===== config.mk =====
export PLATFORM = sky130hd
export DESIGN_NAME = read_port_controller
export DESIGN_NICKNAME = d
export VERILOG_FILES = /design/src/rtl/read_port_controller.sv
export SDC_FILE = /design/constraint.sdc
export NUM_CORES = 1
export LEC_CHECK = 0
export CORE_AREA = 2 2 39 41
export CTS_CLUSTER_DIAMETER = 200
export DETAILED_ROUTE_END_ITERATION = 6
export DIE_AREA = 0 0 41 43
export GPL_TIMING_DRIVEN = 0
export HOLD_SLACK_MARGIN = 0.02
export PLACE_DENSITY = 0.82
export SLEW_MARGIN = 10
export SYNTH_ARGS = -nofsm -noshare
export SYNTH_HDL_FRONTEND = slang
export SYNTH_SLANG_ARGS = --single-unit

===== constraint.sdc =====
create_clock -name clk -period 1.79 [get_ports clk]
set_clock_uncertainty 0.05 [all_clocks]
set_input_delay 0.358 -clock clk [delete_from_list [all_inputs] [get_ports clk]]
set_output_delay 0.358 -clock clk [all_outputs]
set_load 0.005 [all_outputs]

===== src/rtl/read_port_controller.sv =====
// rtl/read_port_controller.sv - partial-LLR memory read-port address generator with latency-aligned valid/tag stream
// Optional same-cycle write/read bypass flag: define READ_PORT_RAW_BYPASS_EN.
module read_port_controller #(
    parameter int n          = 3,
    parameter int p          = 1,
    parameter int RD_LATENCY = 1,
    parameter int ADDR_WIDTH = $clog2(2**(n-p)-2+p)
) (
    input  logic                   clk,
    input  logic                   rst,
    input  logic                   en,
    input  logic                   decoder_busy,
    input  logic [$clog2(n)-1:0]   stage_index,
    input  logic [n-p-1:0]         exe_index,
    input  logic                   wr_en,
    input  logic [ADDR_WIDTH-1:0]  wr_addr,
    output logic                   rd_en,
    output logic [ADDR_WIDTH-1:0]  rd_addr,
    output logic                   src_chan,
    output logic                   rd_valid,
    output logic [$clog2(n)-1:0]   rd_stage,
    output logic                   rd_bypass,
    output logic                   busy
);

    localparam int SW  = $clog2(n);
    localparam int AW1 = ADDR_WIDTH + 1;
    localparam int L   = RD_LATENCY;
    // Every pipeline stage except the output one; those entries are still in flight next cycle.
    localparam logic [L-1:0] MID_MASK = {L{1'b1}} >> 1;

    typedef enum logic [1:0] {IDLE, ACTIVE, DRAIN} state_t;

    state_t                 state_q, state_d;
    logic                   req;
    logic                   req_valid_q, req_valid_d;
    logic                   req_chan_q, req_chan_d;
    logic [SW-1:0]          req_stage_q, req_stage_d;
    logic                   rd_en_q, rd_en_d;
    logic [ADDR_WIDTH-1:0]  rd_addr_q, rd_addr_d;
    logic [L-1:0]           pipe_valid_q, pipe_valid_d;
    logic [L-1:0]           pipe_chan_q, pipe_chan_d;
    logic [L-1:0]           pipe_byp_q, pipe_byp_d;
    logic [L-1:0][SW-1:0]   pipe_stage_q, pipe_stage_d;
    logic [SW:0]            sp;
    logic                   is_chan;
    logic [AW1-1:0]         addr_wide;
    logic                   hazard;
    logic                   in_flight_next;
    logic                   unused_addr_msb;

    assign sp      = {1'b0, stage_index} + (SW+1)'(1);
    assign is_chan = (sp == (SW+1)'(n));

    always_comb begin
        addr_wide = '0;
        if (int'(sp) >= p) begin
            addr_wide = AW1'(2**(n-p)) - (AW1'(1) << (int'(sp) - p)) - AW1'(exe_index);
        end else begin
            addr_wide = AW1'(2**(n-p) - 2 + p) - AW1'(sp);
        end
    end
    assign unused_addr_msb = addr_wide[ADDR_WIDTH];

`ifdef READ_PORT_RAW_BYPASS_EN
    assign hazard = rd_en_q & wr_en & (wr_addr == rd_addr_q);
`else
    logic unused_wr;
    assign unused_wr = ^{wr_en, wr_addr};
    assign hazard    = 1'b0;
`endif

    assign in_flight_next = req_valid_q | (|(pipe_valid_q & MID_MASK));

    always_comb begin
        state_d = state_q;
        req     = 1'b0;
        case (state_q)
            IDLE: begin
                if (decoder_busy) state_d = ACTIVE;
            end
            ACTIVE: begin
                req = en;
                if (!decoder_busy) state_d = DRAIN;
            end
            DRAIN: begin
                if (decoder_busy) state_d = ACTIVE;
                else if (!in_flight_next) state_d = IDLE;
            end
            default: state_d = IDLE;
        endcase
    end

    always_comb begin
        req_valid_d = req;
        req_chan_d  = req & is_chan;
        req_stage_d = req ? stage_index : '0;
        rd_en_d     = req & ~is_chan;
        rd_addr_d   = (req && !is_chan) ? addr_wide[ADDR_WIDTH-1:0] : '0;

        pipe_valid_d    = pipe_valid_q;
        pipe_chan_d     = pipe_chan_q;
        pipe_byp_d      = pipe_byp_q;
        pipe_stage_d    = pipe_stage_q;
        pipe_valid_d[0] = req_valid_q;
        pipe_chan_d[0]  = req_chan_q;
        pipe_byp_d[0]   = hazard;
        pipe_stage_d[0] = req_stage_q;
        for (int i = 1; i < L; i++) begin
            pipe_valid_d[i] = pipe_valid_q[i-1];
            pipe_chan_d[i]  = pipe_chan_q[i-1];
            pipe_byp_d[i]   = pipe_byp_q[i-1];
            pipe_stage_d[i] = pipe_stage_q[i-1];
        end
    end

    always_ff @(posedge clk or posedge rst) begin
        if (rst) begin
            state_q      <= IDLE;
            req_valid_q  <= 1'b0;
            req_chan_q   <= 1'b0;
            req_stage_q  <= '0;
            rd_en_q      <= 1'b0;
            rd_addr_q    <= '0;
            pipe_valid_q <= '0;
            pipe_chan_q  <= '0;
            pipe_byp_q   <= '0;
            pipe_stage_q <= '0;
        end else begin
            state_q      <= state_d;
            req_valid_q  <= req_valid_d;
            req_chan_q   <= req_chan_d;
            req_stage_q  <= req_stage_d;
            rd_en_q      <= rd_en_d;
            rd_addr_q    <= rd_addr_d;
            pipe_valid_q <= pipe_valid_d;
            pipe_chan_q  <= pipe_chan_d;
            pipe_byp_q   <= pipe_byp_d;
            pipe_stage_q <= pipe_stage_d;
        end
    end

    assign rd_en     = rd_en_q;
    assign rd_addr   = rd_addr_q;
    assign rd_valid  = pipe_valid_q[L-1];
    assign src_chan  = pipe_chan_q[L-1];
    assign rd_bypass = pipe_byp_q[L-1];
    assign rd_stage  = pipe_stage_q[L-1];
    assign busy      = (state_q != IDLE);

endmodule


==> After elaboration in Yosys (flattened, before gate mapping) <==
Cells that the tools add are included.
{ "word_totals": {"register_bits": 13, "latch_bits": 0, "mem_bits_rw": 0, "mem_bits_ro": 0, "inputBits": 11, "out_inout_bits": 9, "n_memories": 0} }
{ "op_classes": {"addsub": 5, "n_mul": 0, "div_mod_pow": 0, "order_cmp": 1, "eq_ne": 6, "shift": 1, "mux": 9, "bitwise_logic": 3, "n_reduce_logical": 5} }
{ "ops": {"columns": ["op", "count"], "rows": [
  ["left shift 1 x 32 -> 2 bit (first input constant)", 1],
  ["two-way mux 2 bit", 7],
  ["case mux 2 bit (3 select lines)", 1],
  ["inequality test 2 bit (second input constant)", 2],
  ["subtractor 3 x 1 -> 4 bit (second input constant)", 1],
  ["adder 2 x 1 -> 3 bit (second input constant)", 1],
  ["equality test 3 x 2 -> 1 bit (second input constant)", 1],
  ["greater-or-equal comparator 3 x 1 -> 1 bit (second input constant)", 1],
  ["inequality test 3 bit (second input constant)", 1],
  ["AND reduction 3 bit", 1],
  ["AND 1 bit", 2],
  ["equality test 2 x 1 -> 1 bit (second input constant)", 1],
  ["equality test 2 bit (second input constant)", 1],
  ["zero test 2 bit", 1],
  ["nonzero test 2 bit", 1],
  ["subtractor 1 x 2 -> 2 bit (first input constant)", 1],
  ["subtractor 2 bit", 1],
  ["subtractor 2 bit (first input constant)", 1],
  ["logical AND 1 bit", 1],
  ["zero test 1 bit", 1],
  ["two-way mux 1 bit", 1],
  ["inverter 1 bit", 1]
]} }

==> Logic depth before layout (Yosys ltp) <==
Gate-level depths: netlist of run 1.
{ "depth": {"depth_word": 7, "mapped_depth": 6} }

==> Least setup slack after synthesis of run 1 <==
OpenSTA, ideal clock, no wires.
{ "synth_path": {"kind": "input to register", "startpoint": "in stage_index[0]", "endpoint": "reg rd_addr_q[1], in the netlist rd_addr[1]", "setup_ps": 80, "t_arrival_ps": 1070, "slack_ps": 590, "cell_stages": 6, "n_path_buf": 0, "path_cell_list": "inv_1 ha_1 inv_1 ha_1 xor3_1 nor3_2"} }
{ "synth_between": {"elab_chain_cells": 7, "elab_cells_between_ends": 12, "cone_classes": "add/sub (5); order compare (1); eq/ne (1); shift (1); mux (2); reduce/logical (2)"} }
{ "synth_lines": {"columns": ["item", "line", "source"], "rows": [
  ["start: declaration", "13", "input logic [$clog2(n)-1:0] stage_index,"],
  ["adder 2 x 1 -> 3 bit (*)", "52", "assign sp = {1'b0, stage_index} + (SW+1)'(1);"],
  ["subtractor 3 x 1 -> 4 bit", "58", "addr_wide = AW1'(2**(n-p)) - (AW1'(1) << (int'(sp) - p)) - AW1'(exe_index);"],
  ["left shift 1 x 32 -> 2 bit", "58", null],
  ["subtractor 1 x 2 -> 2 bit", "58", null],
  ["subtractor 2 bit", "58", null],
  ["two-way mux 2 bit", "57", "if (int'(sp) >= p) begin"],
  ["two-way mux 2 bit (*)", "99", "rd_addr_d = (req && !is_chan) ? addr_wide[ADDR_WIDTH-1:0] : '0;"],
  ["named net rd_addr_d[1]", "40", "logic [ADDR_WIDTH-1:0] rd_addr_q, rd_addr_d;"],
  ["end signal: assignment", "135", "rd_addr_q <= rd_addr_d;"],
  ["end: declaration", "40", null]
]} }
Mark *: on every way through the listed nets, which the timed path passes. The rest lies on a longest branch.
A chain may end at the register's enable or synchronous reset.

==> Worst setup path in the final report of run 1 <==
{ "layout_path": {"startpoint": "reg state_q[1]", "endpoint": "out busy"} }
{ "layout_between": {"elab_chain_cells": 1} }
{ "layout_lines": {"columns": ["item", "line", "source"], "rows": [
  ["start: declaration", "34", "state_t state_q, state_d;"],
  ["start signal: assignment", "130", "state_q <= state_d;"],
  ["nonzero test 2 bit", "149", "assign busy = (state_q != IDLE);"],
  ["end: declaration", "23", "output logic busy"]
]} }
Every way passes these cells.

==> impl_metrics.toml, run 1 <==
[clock_network]
tritoncts = "built"
clock-sinks = 13
clockRootBuffer = "clkbuf_4"
clock_path_buffers = 2
numCtsBuffers = 3
clk_latency_ps = 270
cts.clk_slew.worst_paths_ps = 70
htreeDepth = 1

[detailed_routing]
wl_per_cell_um = 10.2
wl_met3_um = 30
drtIter0Drc = 1
totalWireLength_um = 763
ant_nets = 0
first_pass_iters = 2
wl_met2_um = 389
top_layer_used = "met4"
drc = 0
met1Wirelength_um = 328
via_count = 311
avgViaCountPerCell = 4.15

[sta]
final_max_slew_viol_count = 0
fin_hold_ws_ps = 303
setup_violations = 0
tns_ps = 0
max_freq_ghz = 0.623
hold_viol = 0
rsz0062_at_grt = "false"
period_share = 0.897
layout_min_cycle_time_ps = 1610
layout_setup_ws_ps = 184

[run_status]
status = "completed"

[yosys]
syn_inst = 38
seq_area_frac_synth = 0.625
avgSynthCellArea_um2 = 13.7
synth_cell_type_count = 16
synth_area_leaders = "dfrtp_1 (63%), ha_1 (9.6%), xor3_1 (4.6%)"
synth_top_area_frac = 0.625
ys_warn_count = 0
syn_area_um2 = 520
synth_fp_nets = 53
synth_area_leader_cell = "dfrtp_1"
ys_seq_elements = 13

[worst_setup_path]
worstPathArrival_ps = 1200
cp_top_family = "flip-flops"
crit_chain = "or2_2 -> dlygate4sd2_1"
cp.buffers_inverters = 1
cp-start-kind = "flip-flop"
critPathSlowestCell = "dfrtp_1"
slowest_delay_ps = 380
worst-setup-path-type = "reg -> out"
crit_required_ps = 1380
critical_path.max_fanout = 2
cp-end-kind = "primary output"

[final_layout]
layout.nets = 75
antenna_cells = 0
final_area_um2 = 731
fillers = 127
seqCellArea_um2 = 325
area_growth_pct = 40.4
drive_above_1_share = 0.153
multiInputGateArea_um2 = 165

[floorplan]
floorplan.initialDensity = 0.376
die_x_um = 41
core_area_um2 = 1380
fp.dieH_um = 43
rows = 14
die_area_um2 = 1760
io_pins = 20

[placed_design]
place_ws_ps = -0.389
dpl_cell_area_um2 = 691
port_buffers = 15
dp_hpwl_um = 569
gp_congestion = 0.674

[pwr]
irDropWorstVdd_uv = 406
pwr-share-seq = 0.549
p_leak_nw = 0.383
power.density_nw_per_um2 = 776
p_sw_mw = 0.125
p_comb_frac = 0.141
p_total_mw = 0.567
switching_share = 0.220
power_frac_clock = 0.311
internal_power_mw = 0.443

[global_route]
grt_pass1_wl_um = 1330
grt.overflow.total = 0
grt_usage = 0.123
antenna_found_initial = 0
grt_pass1_vias = 312
grt_max_degree = 14

[min_path]
hold_class = "reg -> reg"

[run]
cap_violations = 0
-- layout make-up --
class | instances | share of cell area
multi-input combinational | 18 | 0.226
timing repair buffer | 17 | 0.224
sequential | 13 | 0.445
inverter | 6 | 0.0308
tap | 16 | 0.0274
clock buffer | 4 | 0.0360
buffer | 1 | 0.0103
-- cells by family after synthesis --
family          share of synthesized area
flops                               0.625
compound gates                     0.0240
other cells                       0.00720
xor+xnor                           0.0457
simple gates                        0.144
fa+ha+maj                          0.0962
buf+inv                            0.0577
-- cells in the final DEF, fill, tap and decap left out --
cell type,n
clkbuf_1,1
inv_1,6
and2_1,1
nand3b_1,1
conb_1,1
xor3_1,1
nor3_2,1
buf_4,3
a21boi_0,1
clkbuf_4,3
nand3b_4,1
nand2b_1,1
dlygate4sd2_1,1
nor3b_1,1
nor2_1,3
ha_1,4
or2_2,1
clkdlybuf4s50_1,14
a21oi_1,1
dfrtp_1,13
-- final timing paths --
check / end / slack (ps) / from / cells after the start
worst max-delay path: busy / 180 / state_q[1]$_DFFE_PP0P_ / 2
min in group asynchronous: rd_stage[0]$_DFF_PP0_ / 350 / rst / 2
max in group asynchronous: in_flight_next$_DFF_PP0_ / 1020 / rst / 2
worst min register to register: rd_stage[0]$_DFF_PP0_ / 300 / pipe_stage_d[0]$_DFF_PP0_ / 0
worst max register to register: pipe_chan_d$_DFF_PP0_ / 750 / state_q[1]$_DFFE_PP0P_ / 4
worst min-delay path: rd_stage[0]$_DFF_PP0_ / 300 / pipe_stage_d[0]$_DFF_PP0_ / 0
-- routing by layer --
layer	vias up	global-route usage
met5	-	0
met4	0	0.120
met3	2	0.0471
met2	12	0.169
met1	141	0.134
li1	156	-
-- synth_stat cells (all sizes together) --
cell / n
a21oi: 1
inv: 6
nand3b: 2
nor3b: 1
buf: 1
nand2b: 1
or2: 1
conb: 1
dfrtp: 13
nor2: 3
ha: 4
xor3: 1
nor3: 1
and2: 1
a21boi: 1
-- power groups by stage --
stage / logic [mW] / registers (mW) / clock network [mW]
3_5_place_dp: 0.0757 / 0.320 / 0
2_1_floorplan: 0.0344 / 0.319 / 0
6_report: 0.0799 / 0.311 / 0.176
3_3_place_gp: 0.0739 / 0.319 / 0
4_1_cts: 0.0812 / 0.311 / 0.188
5_1_grt: 0.0896 / 0.313 / 0.197
-- metrics by stage --
stage	utilization	std cells
floorplan	-	38
global placement	0.499	69
detailed placement	0.499	69
CTS	0.528	75
global route	0.528	75
finish	0.528	75
-- timing repair --
item / CTS / global route
resized for setup: 1 / 0
hold buffers: 0 / 0
setup endpoints to repair: 1 / 0
setup buffers: 2 / 0
-- registers in the layout (all words and copies together), names as in the netlist --
register,count
pipe_stage_d,2
rd_addr,2
rd_stage,2
state_q,2
in_flight_next,1
pipe_chan_d,1
rd_en,1
rd_valid,1
src_chan,1
Power figures use the tool's default switching activity.
==> run 2, diff against run 1 <==
==> constraint.sdc (replaced) <==
create_clock -name clk -period 1.79 [get_ports clk]
set_clock_uncertainty 0.05 [all_clocks]
set_input_delay 0.358 -clock clk [delete_from_list [all_inputs] [get_ports clk]]
set_output_delay 0.358 -clock clk [all_outputs]
set_load 0.01 [all_outputs]
==> impl_metrics.toml, run 2 (synthesis gave the netlist of run 1 again) <==
[floorplan]
rows = 14
io_pins = 20
floorplan.initialDensity = 0.376
fp.dieH_um = 43
die_x_um = 41
die_area_um2 = 1760
core_area_um2 = 1380

[clock_network]
clk_latency_ps = 270
clock_path_buffers = 2
cts.clk_slew.worst_paths_ps = 70
clock-sinks = 13
numCtsBuffers = 3
clockRootBuffer = "clkbuf_4"
tritoncts = "built"
hold_buffers = 0
htreeDepth = 1

[placed_design]
place_ws_ps = -0.389
dp.cells = 69
dp_hpwl_um = 569
port_buffers = 15
gp_congestion = 0.674

[detailed_routing]
drc = 0
first_pass_iters = 2
drtIter0Drc = 4
wl_per_cell_um = 9.95
via_count = 311
totalWireLength_um = 736
ant_nets = 0
avgViaCountPerCell = 4.20

[worst_setup_path]
critical_path.max_fanout = 5
cp-end-kind = "primary output"
crit_required_ps = 1380
worst-setup-path-type = "reg -> out"
cp-start-kind = "flip-flop"
worstPathArrival_ps = 1260
startpoint = "state_q[1]$_DFFE_PP0P_"
r2r-start = "state_q[0]$_DFFE_PP0P_"

[run]
cap_violations = 0

[global_route]
grt_pass1_wl_um = 1270
grt.overflow.total = 0
grt_usage = 0.118
grt_pass1_vias = 307
antenna_found_initial = 0
grt_max_degree = 14

[final_layout]
layout_commonest_cell = "clkdlybuf4s50_1"
antenna_cells = 0
stdcell_count = 74
drive_above_1_share = 0.138
final_cell_mix = "clkdlybuf4s50_1 (14), dfrtp_1 (13), inv_1 (6)"
multiInputGateArea_um2 = 165
fillers = 128
area_growth_pct = 38.9
layout.nets = 74
seqCellArea_um2 = 325

[sta]
layout_setup_ws_ps = 124
rsz0062_at_grt = "false"
max_freq_ghz = 0.600
tns_ps = 0
period_share = 0.931
final_max_slew_viol_count = 0
hold_viol = 0
layout_min_cycle_time_ps = 1670
setup_violations = 0

[pwr]
p_comb_frac = 0.142
power_frac_clock = 0.309
p_leak_nw = 0.378
switching_share = 0.225
p_sw_mw = 0.128
internal_power_mw = 0.441
pwr-share-seq = 0.548
irDropWorstVdd_uv = 407
p_total_mw = 0.569
power.density_nw_per_um2 = 787

[min_path]
hold_class = "reg -> reg"
min_from = "pipe_stage_d[0]$_DFF_PP0_"

[run_status]
status = "completed"
==> run 2: cell count changes in the layout (fill, tap and decap cells not counted), sizes merged <==
cell	previous run	this run
buf	3	2
==> run 2: area by class of cell <==
type,instances,share of cell area
plain buffers,1,0.0104
clock buffers,4,0.0363
inverters,6,0.0311
multi-input cells,18,0.228
flip-flops and latches,13,0.450
well taps,16,0.0277
repair buffers,16,0.216
==> run 2: worst paths after layout <==
check	to	slack, ps	cells past startpoint
hold / removal	rd_stage[0]$_DFF_PP0_	300	0
min in group asynchronous	rd_stage[0]$_DFF_PP0_	350	2
max in group asynchronous	in_flight_next$_DFF_PP0_	1020	2
setup / recovery	busy	120	2
setup reg to reg	pipe_chan_d$_DFF_PP0_	780	4
hold reg to reg	rd_stage[0]$_DFF_PP0_	300	0
==> run 2: repair_timing <==
action / 4_1_cts / 5_1_grt
resized for setup: 1 / 0
setup buffers: 1 / 0
setup endpoints to repair: 1 / 0
==> run 2: per-stage QoR <==
| stage | cell area, um^2 | hold slack, ps | util |
|---|---|---|---|
| 5_1_grt | 723 | 318 | 0.523 |
| 3_3_place_gp | 691 | 283 | 0.499 |
| 2_1_floorplan | 520 | 185 | - |
| 4_1_cts | 723 | 306 | 0.523 |
| 6_report | 723 | 303 | 0.523 |
| 3_5_place_dp | 691 | 288 | 0.499 |
==> run 2: worst max-delay path, cell delays in order (launching register included) <==
cell and delay [ps]:
dfrtp_1 410, or2_2 300, dlygate4sd2_1 280
==> run 2: metal layers <==
layer / part of all wire / vias to the layer above / wire [um] / GRT usage
met5: 0 / - / 0 / 0
met4: 0.019 / 0 / 14 / 0.120
met3: 0.041 / 2 / 30 / 0.0471
met2: 0.50 / 12 / 369 / 0.159
met1: 0.44 / 143 / 321 / 0.127
li1: - / 154 / - / -
==> run 2: power groups by stage <==
| stage | Combinational, mW | Sequential (mW) | Clock [mW] |
|---|---|---|---|
| 3_5_place_dp | 0.0799 | 0.320 | 0 |
| 3_3_place_gp | 0.0781 | 0.319 | 0 |
| 5_1_grt | 0.0900 | 0.314 | 0.197 |
| 6_report | 0.0809 | 0.312 | 0.176 |
| 2_1_floorplan | 0.0357 | 0.322 | 0 |
| 4_1_cts | 0.0824 | 0.312 | 0.188 |
==> run 3, diff against run 2 <==
--- a/config.mk
+++ b/config.mk
@@ -5,13 +5,12 @@
 export SDC_FILE = /design/constraint.sdc
 export NUM_CORES = 1
 export LEC_CHECK = 0
-export CORE_AREA = 2 2 39 41
+export CORE_UTILIZATION = 40
 export CTS_CLUSTER_DIAMETER = 200
 export DETAILED_ROUTE_END_ITERATION = 6
-export DIE_AREA = 0 0 41 43
 export GPL_TIMING_DRIVEN = 0
 export HOLD_SLACK_MARGIN = 0.02
-export PLACE_DENSITY = 0.82
+export PLACE_DENSITY = 0.83
 export SLEW_MARGIN = 10
 export SYNTH_ARGS = -nofsm -noshare
 export SYNTH_HDL_FRONTEND = slang
==> impl_metrics.toml, run 3 (synthesis gave the netlist of run 1 again) <==
[clock_network]
clock_path_buffers = 2
numCtsBuffers = 3
clk_latency_ps = 260
htreeDepth = 1
cts.clk_slew.worst_paths_ps = 80
tritoncts = "built"
hold_buffers = 0
clock-sinks = 13
clockRootBuffer = "clkbuf_4"

[worst_setup_path]
cp-end-kind = "primary output"
crit_chain = "or2_2 -> dlygate4sd2_1"
r2r-start = "state_q[0]$_DFFE_PP0P_"
rrSetupSlack_ps = 780
critPathSlowestCell = "dfrtp_1"
timing.rr.end = "pipe_chan_d$_DFF_PP0_"
crit_required_ps = 1380
worstPathArrival_ps = 1270
critical_path.max_fanout = 5
cp-start-kind = "flip-flop"
worst-setup-path-type = "reg -> out"
cp.buffers_inverters = 1
startpoint = "state_q[1]$_DFFE_PP0P_"
reg2reg_depth = 4
cp_top_family = "flip-flops"
slowest_delay_ps = 420

[detailed_routing]
drtIter0Drc = 2
drc = 0
avgViaCountPerCell = 4.24
totalWireLength_um = 788
wl_per_cell_um = 10.9
ant_nets = 0
first_pass_iters = 2
via_count = 305

[final_layout]
multiInputGateArea_um2 = 165
stdcell_count = 72
layout.nets = 74
final_cell_mix = "clkdlybuf4s50_1 (14), dfrtp_1 (13), inv_1 (6)"
final_area_um2 = 722
seqCellArea_um2 = 325
antenna_cells = 0
fillers = 92
drive_above_1_share = 0.155
layout_commonest_cell = "clkdlybuf4s50_1"
area_growth_pct = 38.7

[pwr]
power_frac_clock = 0.300
pwr-share-seq = 0.554
p_sw_mw = 0.127
power.density_nw_per_um2 = 781
irDropWorstVdd_uv = 452
internal_power_mw = 0.437
p_leak_nw = 0.380
p_comb_frac = 0.146
switching_share = 0.225

[global_route]
antenna_found_initial = 0
grt_pass1_wl_um = 1240
grt.overflow.total = 0
grt_usage = 0.132
grt_max_degree = 14
grt_pass1_vias = 297

[floorplan]
rows = 12
die_area_um2 = 1450
floorplan.initialDensity = 0.450
die_x_um = 38.1
fp.dieH_um = 38.1
io_pins = 20
core_area_um2 = 1160

[sta]
period_share = 0.935
layout_min_cycle_time_ps = 1670
rsz0062_at_grt = "false"
max_freq_ghz = 0.597
hold_viol = 0
final_max_slew_viol_count = 0
setup_violations = 0

[placed_design]
gp_congestion = 0.697
dp.cells = 67
dp_hpwl_um = 588
dpl_cell_area_um2 = 688
port_buffers = 15

[run_status]
status = "completed"

[min_path]
holdPathEnd = "rd_stage[1]$_DFF_PP0_"
min_from = "pipe_stage_d[1]$_DFF_PP0_"
hold_class = "reg -> reg"
hold_path_depth = 0

[run]
cap_violations = 0
## run 3: through the flow
step | hold WS [ps] | setup TNS [ps] | total power, mW | setup WS, ps | utilization
after floorplan | 185 | 0 | 0.358 | 590 | -
after global placement | 281 | 0 | 0.397 | 27.6 | 0.595
after detailed placement | 291 | -12.4 | 0.401 | -12.4 | 0.595
after CTS | 310 | 0 | 0.574 | 115 | 0.624
after global routing | 309 | 0 | 0.594 | 76.7 | 0.624
final | 310 | 0 | 0.564 | 116 | 0.624
## run 3: power groups by stage
stage / clock network (mW) / registers (mW) / logic (mW)
6_report: 0.169 / 0.312 / 0.0822
5_1_grt: 0.190 / 0.314 / 0.0900
4_1_cts: 0.178 / 0.312 / 0.0836
3_5_place_dp: 0 / 0.320 / 0.0806
3_3_place_gp: 0 / 0.319 / 0.0779
2_1_floorplan: 0 / 0.322 / 0.0357
## run 3: what timing repair did
item / 4_1_cts / 5_1_grt
resized for setup: 1 / 0
endpoints found under the setup margin: 1 / 0
buffers inserted: 1 / 0
## run 3: how the worst max path moves through the flow
stage                                      end  cells past startpoint
after floorplan           rd_addr[1]$_DFF_PP0_                      6
after global placement    rd_addr[1]$_DFF_PP0_                      7
after detailed placement  rd_addr[1]$_DFF_PP0_                      7
after CTS                                 busy                      2
after global routing                      busy                      2
final                                     busy                      2
## run 3: area by class of cell
cell class                 instances  area share
timing repair buffer              16       0.217
sequential                        13       0.451
inverter                           6      0.0312
multi-input combinational         18       0.229
tap                               14      0.0243
buffer                             1      0.0104
clock inverter                     1     0.00693
clock buffer                       3      0.0312
## run 3: per-layer routing
layer | GRT usage | wire (um) | part of all wire
met5 | 0 | 0 | 0
met2 | 0.254 | 431 | 0.55
met1 | 0.129 | 307 | 0.39
met4 | 0.0536 | 12 | 0.015
met3 | 0.0349 | 37 | 0.047
## run 3: worst register-to-register path, stage by stage, from the launching register on
cell      delay, ps
dfrtp_1         380
buf_4           150
nand3b_4        110
inv_1            60
and2_1          150
